**config.mk**
```make
export PLATFORM = sky130hd
export DESIGN_NAME = pipelined_tree_multiplier_flat
export DESIGN_NICKNAME = d
export VERILOG_FILES = /design/src/rtl/pipelined_tree_multiplier_if.sv /design/src/rtl/pipelined_tree_multiplier.sv /design/src/flat_wrapper.sv
export SDC_FILE = /design/constraint.sdc
export NUM_CORES = 2
export LEC_CHECK = 0
export BUFFER_PORTS_ARGS = -buffer_cell sky130_fd_sc_hd__buf_2
export CAP_MARGIN = 20
export CORE_ASPECT_RATIO = 0.7
export CORE_UTILIZATION = 65
export CTS_BUF_LIST = sky130_fd_sc_hd__clkbuf_4
export CTS_CLUSTER_SIZE = 28
export DETAILED_ROUTE_END_ITERATION = 12
export PLACE_DENSITY_LB_ADDON = 0.08
export SLEW_MARGIN = 20
export SYNTH_ARGS = -nofsm -noshare
export SYNTH_HDL_FRONTEND = slang
export SYNTH_SLANG_ARGS = --single-unit
```
**constraint.sdc**
```tcl
create_clock -name clk -period 4.5 [get_ports clk]
set_input_delay 0.225 -clock clk [delete_from_list [all_inputs] [get_ports clk]]
set_output_delay 0.225 -clock clk [all_outputs]
set_load 0.02 [all_outputs]
```
**src/rtl/pipelined_tree_multiplier_if.sv**
```systemverilog
// Operand/result handshake bundle for the pipelined tree multiplier.
// master = operand issuer and result consumer; slave = the multiplier.
interface pipelined_tree_multiplier_if #(
  parameter int unsigned WIDTH = 32
);
  logic               in_valid;
  logic               in_ready;
  logic [WIDTH-1:0]   a;
  logic [WIDTH-1:0]   b;
  logic               signed_mode;
  logic               out_valid;
  logic               out_ready;
  logic [2*WIDTH-1:0] out_product;

  modport master (
    output in_valid, a, b, signed_mode, out_ready,
    input  in_ready, out_valid, out_product
  );

  modport slave (
    input  in_valid, a, b, signed_mode, out_ready,
    output in_ready, out_valid, out_product
  );
endinterface

```
**src/rtl/pipelined_tree_multiplier.sv**
```systemverilog
// Pipelined carry-save tree multiplier with per-operation signed/unsigned mode.
// Operands are registered, reduced by 3:2 levels spread across the pipeline, then summed.
module pipelined_tree_multiplier #(
  parameter int unsigned WIDTH  = 32,
  parameter int unsigned STAGES = 3
) (
  input  logic                              clk,
  input  logic                              reset,
  input  logic                              en,
  pipelined_tree_multiplier_if.slave        bus
);
  localparam int unsigned PW   = 2 * WIDTH;
  localparam int unsigned Rows = WIDTH + 2;
  localparam int unsigned NReg = (STAGES > 1) ? STAGES - 1 : 1;

  function automatic int unsigned reduce_rows(input int unsigned n);
    return 2 * (n / 3) + n % 3;
  endfunction

  function automatic int unsigned rows_at(input int unsigned level);
    int unsigned n;
    n = Rows;
    for (int unsigned i = 0; i < level; i++) n = reduce_rows(n);
    return n;
  endfunction

  function automatic int unsigned count_levels();
    int unsigned n;
    int unsigned l;
    n = Rows;
    l = 0;
    for (int i = 0; i < 64; i++) begin
      if (n > 2) begin
        n = reduce_rows(n);
        l++;
      end
    end
    return l;
  endfunction

  localparam int unsigned Levels = count_levels();

  // Reduction level whose rows pipeline register k (1..STAGES-1) captures.
  function automatic int unsigned cut_level(input int unsigned k);
    int unsigned d;
    d = (STAGES > 1) ? STAGES - 1 : 1;
    return (Levels * k + d - 1) / d;
  endfunction

  function automatic int unsigned reg_at(input int unsigned level);
    int unsigned k;
    k = 0;
    for (int unsigned j = 1; j < STAGES; j++) begin
      if (cut_level(j) == level) k = j;
    end
    return k;
  endfunction

  logic [WIDTH-1:0]  a_q;
  logic [WIDTH-1:0]  b_q;
  logic              mode_q;
  logic [STAGES-1:0] valid_q;
  logic [PW-1:0]     rows_q   [NReg][Rows];
  logic [PW-1:0]     cut_rows [NReg][Rows];
  logic [PW-1:0]     pp       [Rows];
  logic [PW-1:0]     product;
  logic              advance;

  assign advance = en && (!valid_q[STAGES-1] || bus.out_ready);

  assign bus.in_ready    = advance;
  assign bus.out_valid   = valid_q[STAGES-1];
  assign bus.out_product = product;

  // Rows 0..WIDTH-1 add b[i]*a; the extended sign bit of b weighs -2^WIDTH, so its
  // row is subtracted as ~x plus a +1 correction row.
  always_comb begin
    logic [PW-1:0] a_ext;
    logic          b_sign;
    a_ext  = {{WIDTH{mode_q & a_q[WIDTH-1]}}, a_q};
    b_sign = mode_q & b_q[WIDTH-1];
    for (int i = 0; i < WIDTH; i++) pp[i] = b_q[i] ? (a_ext << i) : '0;
    pp[WIDTH]     = b_sign ? ~(a_ext << WIDTH) : '0;
    pp[WIDTH + 1] = {{(PW - 1){1'b0}}, b_sign};
  end

  always_comb begin
    logic [PW-1:0] cur [Rows];
    logic [PW-1:0] nxt [Rows];
    int unsigned   grp;
    int unsigned   k;
    for (int r = 0; r < Rows; r++) begin
      cur[r] = pp[r];
      nxt[r] = '0;
    end
    for (int n = 0; n < NReg; n++) begin
      for (int r = 0; r < Rows; r++) cut_rows[n][r] = '0;
    end
    for (int unsigned l = 1; l <= Levels; l++) begin
      grp = rows_at(l - 1) / 3;
      for (int r = 0; r < Rows; r++) nxt[r] = '0;
      for (int unsigned j = 0; j < grp; j++) begin
        nxt[2*j]   = cur[3*j] ^ cur[3*j+1] ^ cur[3*j+2];
        nxt[2*j+1] = ((cur[3*j] & cur[3*j+1]) | (cur[3*j] & cur[3*j+2]) |
                      (cur[3*j+1] & cur[3*j+2])) << 1;
      end
      for (int unsigned i = 3 * grp; i < Rows; i++) nxt[i - grp] = cur[i];
      k = reg_at(l);
      for (int r = 0; r < Rows; r++) begin
        if (k != 0) cut_rows[k - 1][r] = nxt[r];
        cur[r] = (k != 0) ? rows_q[k - 1][r] : nxt[r];
      end
    end
    // Only rows 0 and 1 survive the tree; the rest are constant zero.
    product = '0;
    for (int r = 0; r < Rows; r++) product = product + cur[r];
  end

  always_ff @(posedge clk or negedge reset) begin
    if (!reset) begin
      a_q     <= '0;
      b_q     <= '0;
      mode_q  <= 1'b0;
      valid_q <= '0;
      for (int n = 0; n < NReg; n++) begin
        for (int r = 0; r < Rows; r++) rows_q[n][r] <= '0;
      end
    end else if (advance) begin
      a_q     <= bus.a;
      b_q     <= bus.b;
      mode_q  <= bus.signed_mode;
      valid_q <= STAGES'({valid_q, bus.in_valid});
      for (int n = 0; n < NReg; n++) begin
        for (int r = 0; r < Rows; r++) rows_q[n][r] <= cut_rows[n][r];
      end
    end
  end
endmodule

```
**src/flat_wrapper.sv**
```systemverilog
// flat-port wrapper written by rule: the top's interface ports become plain ports
module pipelined_tree_multiplier_flat 
#(
  parameter int unsigned WIDTH  = 32,
  parameter int unsigned STAGES = 3
)
  (clk, reset, en, bus_in_valid, bus_a, bus_b, bus_signed_mode, bus_out_ready, bus_in_ready, bus_out_valid, bus_out_product);
  pipelined_tree_multiplier_if #(.WIDTH(WIDTH)) bus_i ();
  input  logic clk;
  input  logic reset;
  input  logic en;
  input wire logic [$bits(bus_i.in_valid)-1:0] bus_in_valid;
  input wire logic [$bits(bus_i.a)-1:0] bus_a;
  input wire logic [$bits(bus_i.b)-1:0] bus_b;
  input wire logic [$bits(bus_i.signed_mode)-1:0] bus_signed_mode;
  input wire logic [$bits(bus_i.out_ready)-1:0] bus_out_ready;
  output wire logic [$bits(bus_i.in_ready)-1:0] bus_in_ready;
  output wire logic [$bits(bus_i.out_valid)-1:0] bus_out_valid;
  output wire logic [$bits(bus_i.out_product)-1:0] bus_out_product;
  assign bus_i.in_valid = bus_in_valid;
  assign bus_i.a = bus_a;
  assign bus_i.b = bus_b;
  assign bus_i.signed_mode = bus_signed_mode;
  assign bus_i.out_ready = bus_out_ready;
  assign bus_in_ready = bus_i.in_ready;
  assign bus_out_valid = bus_i.out_valid;
  assign bus_out_product = bus_i.out_product;
  pipelined_tree_multiplier #(.WIDTH(WIDTH), .STAGES(STAGES)) u_core (.clk(clk), .reset(reset), .en(en), .bus(bus_i));
endmodule
```
Yosys cells after proc, flatten, opt, wreduce, memory -nomap -nowiden

Cells that the tools add are included.

Add/subtract/negate cells: 1
Multiplexer cells: 33
Bitwise operators: 227
Reductions and logical operators: 3

Operators by type and width:

| cell                | count |
|---|---|
| $and A63 B63 Y63    | 94 |
| $or A63 B63 Y63     | 64 |
| $xor A64 B64 Y64    | 63 |
| $mux W64            | 33 |
| $and A63 B1 Y63     | 2 |
| $add A64 B64 Y64    | 1 |
| $not A64 Y64        | 1 |
| $xor A64 B1 Y64     | 1 |
| $and A1 B1 Y1       | 2 |
| $logic_and A1 B1 Y1 | 1 |
| $logic_not A1 Y1    | 1 |
| $logic_or A1 B1 Y1  | 1 |

Flip-flop bits (word level): 640
Output and inout port bits: 66
Logic and storage cells: 278

Logic depth before layout (Yosys ltp)

Depth after elaboration: 14
Gate-level depth with buffers: 16
Gate-level depth less buffers: 14

Worst setup path before layout

Ideal clock, no wire load.

Path type: register to register
From: register u_core.mode_q
To: register u_core.rows_q[4215] (netlist name)
Setup time: 0.130 ns
Arrival time: 3.850 ns
Data required time: 4.370 ns
Path slack: 0.520 ns
Cell stages (with the launch flop): 13
Path buffers: 3
Period minus slack after synthesis: 3.980 ns
Cells stage by stage: dfrtp_1 clkbuf_1 clkbuf_1 clkbuf_1 and3_1 fa_1 ha_1 xnor2_1 nand2_1 a21oi_1 fa_1 nand2_1 o21ai_0

RTL lines:

| item                   | line                             | RTL |
|---|---|---|
| from (decl)            | pipelined_tree_multiplier.sv:61  | `logic mode_q;` |
| from (signal assigned) | pipelined_tree_multiplier.sv:131 | `mode_q <= bus.signed_mode;` |

Worst setup path in the final report

From: register u_core.rows_q[2114] (netlist name)
To: output bus_out_product[60]

Cells in the longest elaborated chain, start to end: 1

Ends and longest elaborated chain:

| item             | line                             | RTL |
|---|---|---|
| $add A64 B64 Y64 | pipelined_tree_multiplier.sv:116 | `for (int r = 0; r < Rows; r++) product = product + cur[r];` |
| to (decl)        | flat_wrapper.sv:19               | `output wire logic [$bits(bus_i.out_product)-1:0] bus_out_product;` |

No other way between the ends.

==> qor.yml <==
global_route:
  grtUsageTotal_pct: 41.3
  gr-usage-met1_pct: 61.5
  initial_antenna_violation_count: 3
  gr-usage-met3_pct: 29.9
  grt_pass1_wl_um: 260000
  grt_remaining_overflow: 0
  grt_most_used_layer: "met1"
  use_met2_pct: 47.0
  grt_max_degree: 196
  first_global_vias: 42900
yosys:
  syn-num-nets: 7411
  postSynthCellCount: 6049
  synth.yosys.seq_area_share_pct: 22.4
  post_synth_instance_area_sq_um: 55500
  synthesis.yosys.warnings: 0
  async_set_or_reset_register_ratio_after_synthesis_pct: 100
  synth-edff-count: 0
  dominantRegCellSynth: "dfrtp_1"
  synth_seq_cells: 497
  yosysUniqueCellTypes: 66
  synth_area_per_cell_sq_um: 9.17
  netlist_top_cells_area: "fa_1, dfrtp_1, nand2_1"
  post-synth-top-area-fraction_pct: 39.0
  yosys.area.top_type: "fa_1"
finish:
  area_delta_synth_final_pct: 10.4
  finalNonFillerCells: 7489
  share_of_post_route_cells_with_drive_strength_above_1_pct: 9.36
  fraction_of_the_core_area_covered_by_cells_at_the_end_of_the_flow_pct: 72.5
  final_nets: 7600
critical_path:
  timing.rr.start: "u_core.a_q[24]"
  worst-endpoint-arrival_ps: 4490
  setup.worst_path.end_class: "output pin"
  cp.required_ps: 4280
  timing.critical_path.to: "bus_out_product[60]"
  reg2reg_setup_slack_ps: 480
  path_buf_inv: 2
  crit_reg_reg_endpoint: "u_core.rows_q[4087]"
  worstPathCellList: "ha_2 -> inv_2 -> fa_2 -> and2b_2 -> o2111ai_4 -> a21oi_2 -> o311ai_4 -> or4_4 -> a31oi_4 -> a221oi_4 -> or4b_4 -> nand3_2 -> buf_6"
  r2r_depth: 8
  max_stage_delay_ps: 560
  worstSetupPathType: "reg2out"
  timing.critical_path.from_type: "register"
  cell_type_of_the_slowest_stage_on_the_worst_timing_path: "or4_4"
  critPathTopFamily: "simple AND/OR/NAND/NOR gates"
  worstSetupPathDepth: 13
  timing.critical_path.fanout_max: 3
  critical_path_startpoint: "u_core.rows_q[2114]"
status:
  violations: "negative setup slack"
  run_status: "complete, but fails checks"
timing:
  rsz0062_at_grt: "yes"
  finalSetupTns_ps: -785
  finalSetupViolations: 8
  slew_violations: 0
  worst_hold_margin_ps: 67.4
  minimum_period_implied_by_the_final_worst_setup_slack_ps: 4720
  achievable-frequency_ghz: 0.212
  tightest_slew_ps: 1190
  post-route-period-util_pct: 105
  skew_ps: 85.1
  layout_setup_ws_ps: -220
  final_hold_viol_count: 0
  slew_headroom_pct: 20.7
clock_tree:
  clk_path_buf_depth: 3
  clock-root-buffer: "clkbuf_4"
  tritoncts_num_sinks: 497
  cts_tree: "built"
  insertion_delay_ps: 1150
  clkTransAtPathRegs_ps: 80
  cts-buffers-inserted: 136
  htree_levels: 4
power_and_ir_drop:
  combinational_share_of_power_pct: 75.2
  internal_power_mw: 23.2
  ir_worst_vdd_mv: 0.526
  cellPowerDensity_nw_per_um2: 820
  seq_power_share_pct: 16.2
  power.share.switching_pct: 53.7
  clkPwrFrac_pct: 8.7
  total_leakage_power_nw: 30.6
  power.net_switching_mw: 27.0
route:
  num_vias: 42200
  post_drt_wl_per_cell_um: 22.7
  first_iter_violations: 4295
  first_pass_iters: 6
  detail-route-antenna-nets: 0
  drt_wl_total_um: 170000
  drc_errors: 0
  drt-vias-per-instance: 5.64
floorplan:
  die_area_sq_um: 86500
  design.portCount: 136
  die_y_um: 246
  chipWidth_um: 351
  core_outline_area_sq_um: 84400
  fp-row-count: 89
  initial_core_utilization_pct: 65.7
placed_design:
  gpl.final_weighted_congestion: 0.976
  dp.final_hpwl_um: 129000
  port_buffer_count: 135
  dp.cells: 7084
hold_path:
  hold_path_class: "in2reg"
job:
  cap_viol_max_count: 0
==> worst min-delay path by stage <==
stage | end | start | slack, ps | depth (start not counted)
global placement | u_core.rows_q[2174] | reset | 270 | 1
finish | u_core.b_q[29] | bus_b[29] | 70 | 4
detailed placement | u_core.rows_q[3955] | reset | 270 | 1
floorplan | u_core.a_q[0] | reset | -70 | 0
CTS | u_core.b_q[25] | bus_b[25] | 3 | 4
global route | u_core.b_q[29] | bus_b[29] | 50 | 4
==> Yosys cell counts, drive strengths merged, types with 6 or more instances <==
library cell,count
nand2,2109
xor2,42
inv,782
fa,1081
nand4,15
o21a,7
and3,22
a31oi,7
and2,336
nor2,50
o21bai,17
nor2b,11
or2,31
o21ai,130
nor3,10
ha,211
buf,18
dfrtp,497
nand3,21
xnor2,91
o31ai,6
clkbuf,350
a21oi,93
nand2b,10
a21o,30
maj3,16
==> kinds of logic after synthesis <==
kind of cell / after synthesis / synth area share, %
AOI/OAI and AO/OA: 322 / 3.51
xor gates and xnor gates: 133 / 2.10
adders and majority gates: 1308 / 44.1
buffers and inverters: 1150 / 7.82
DFF: 497 / 22.4
muxes: 2 / 0.0384
and+or+nand+nor: 2637 / 20.0
==> tightest hold or removal path: stages <==
cell	delay, ps
dlygate4sd3_1	530
buf_2	120
nand2_1	110
nand2_1	150
==> through the flow <==
stage                     power, mW  cell area, sq um  setup WS, ps
final                          50.2             61200          -220
after global routing           54.9             61200          -364
after CTS                      48.4             60800          -292
after detailed placement       43.6             57500           623
after global placement         42.5             57400           647
after floorplan                30.6             55500           520
==> routing by layer <==
metal | part of all wire, % | wire length [um]
met4 | 1.4 | 2410
met5 | 0.34 | 574
met2 | 35 | 59700
met1 | 42 | 72000
met3 | 21 | 35100
==> cells in the final DEF, fill, tap and decap left out, types with 85 or more instances in the layout <==
master and n:
buf_4 131, and2_1 336, dlygate4sd3_1 133, a21oi_1 85, o21ai_0 119, nand2_1 2108
ha_1 187, buf_2 127, fa_1 1080, inv_1 780, xnor2_1 91, clkbuf_4 185
dfrtp_1 492
==> power by group through the flow <==
stage,combinational [mW],sequential (mW),clock (mW)
after CTS,36.0,7.98,4.40
after global routing,42.0,8.26,4.63
after detailed placement,35.5,8.04,0
after global placement,34.5,7.99,0
after floorplan,23.4,7.21,0
final,37.7,8.11,4.35
==> cell type report <==
class / count / area (sq um)
inverters: 782 / 2940
diodes: 16 / 40.0
clock buffers: 185 / 1390
flip-flops and latches: 497 / 12400
well taps: 1137 / 1420
fillers: 6448 / 23200
multi-input cells: 4402 / 39100
clock inverters: 51 / 339
repair buffers: 419 / 3490
==> flip-flops by register name (all words and copies together), names as in the netlist <==
name            count
u_core.a_q         32
u_core.b_q         32
u_core.mode_q       1
u_core.rows_q     429
u_core.valid_q      3
==> what timing repair did <==
item,in CTS,in global routing
endpoints found under the hold margin,639,0
gates resized for setup,48,47
hold buffers,134,0
pin swaps,16,22
buffers inserted,9,10
gates cloned,0,0
endpoints found under the setup margin,22,22
Note: power is estimated with default switching activity, not from simulation.
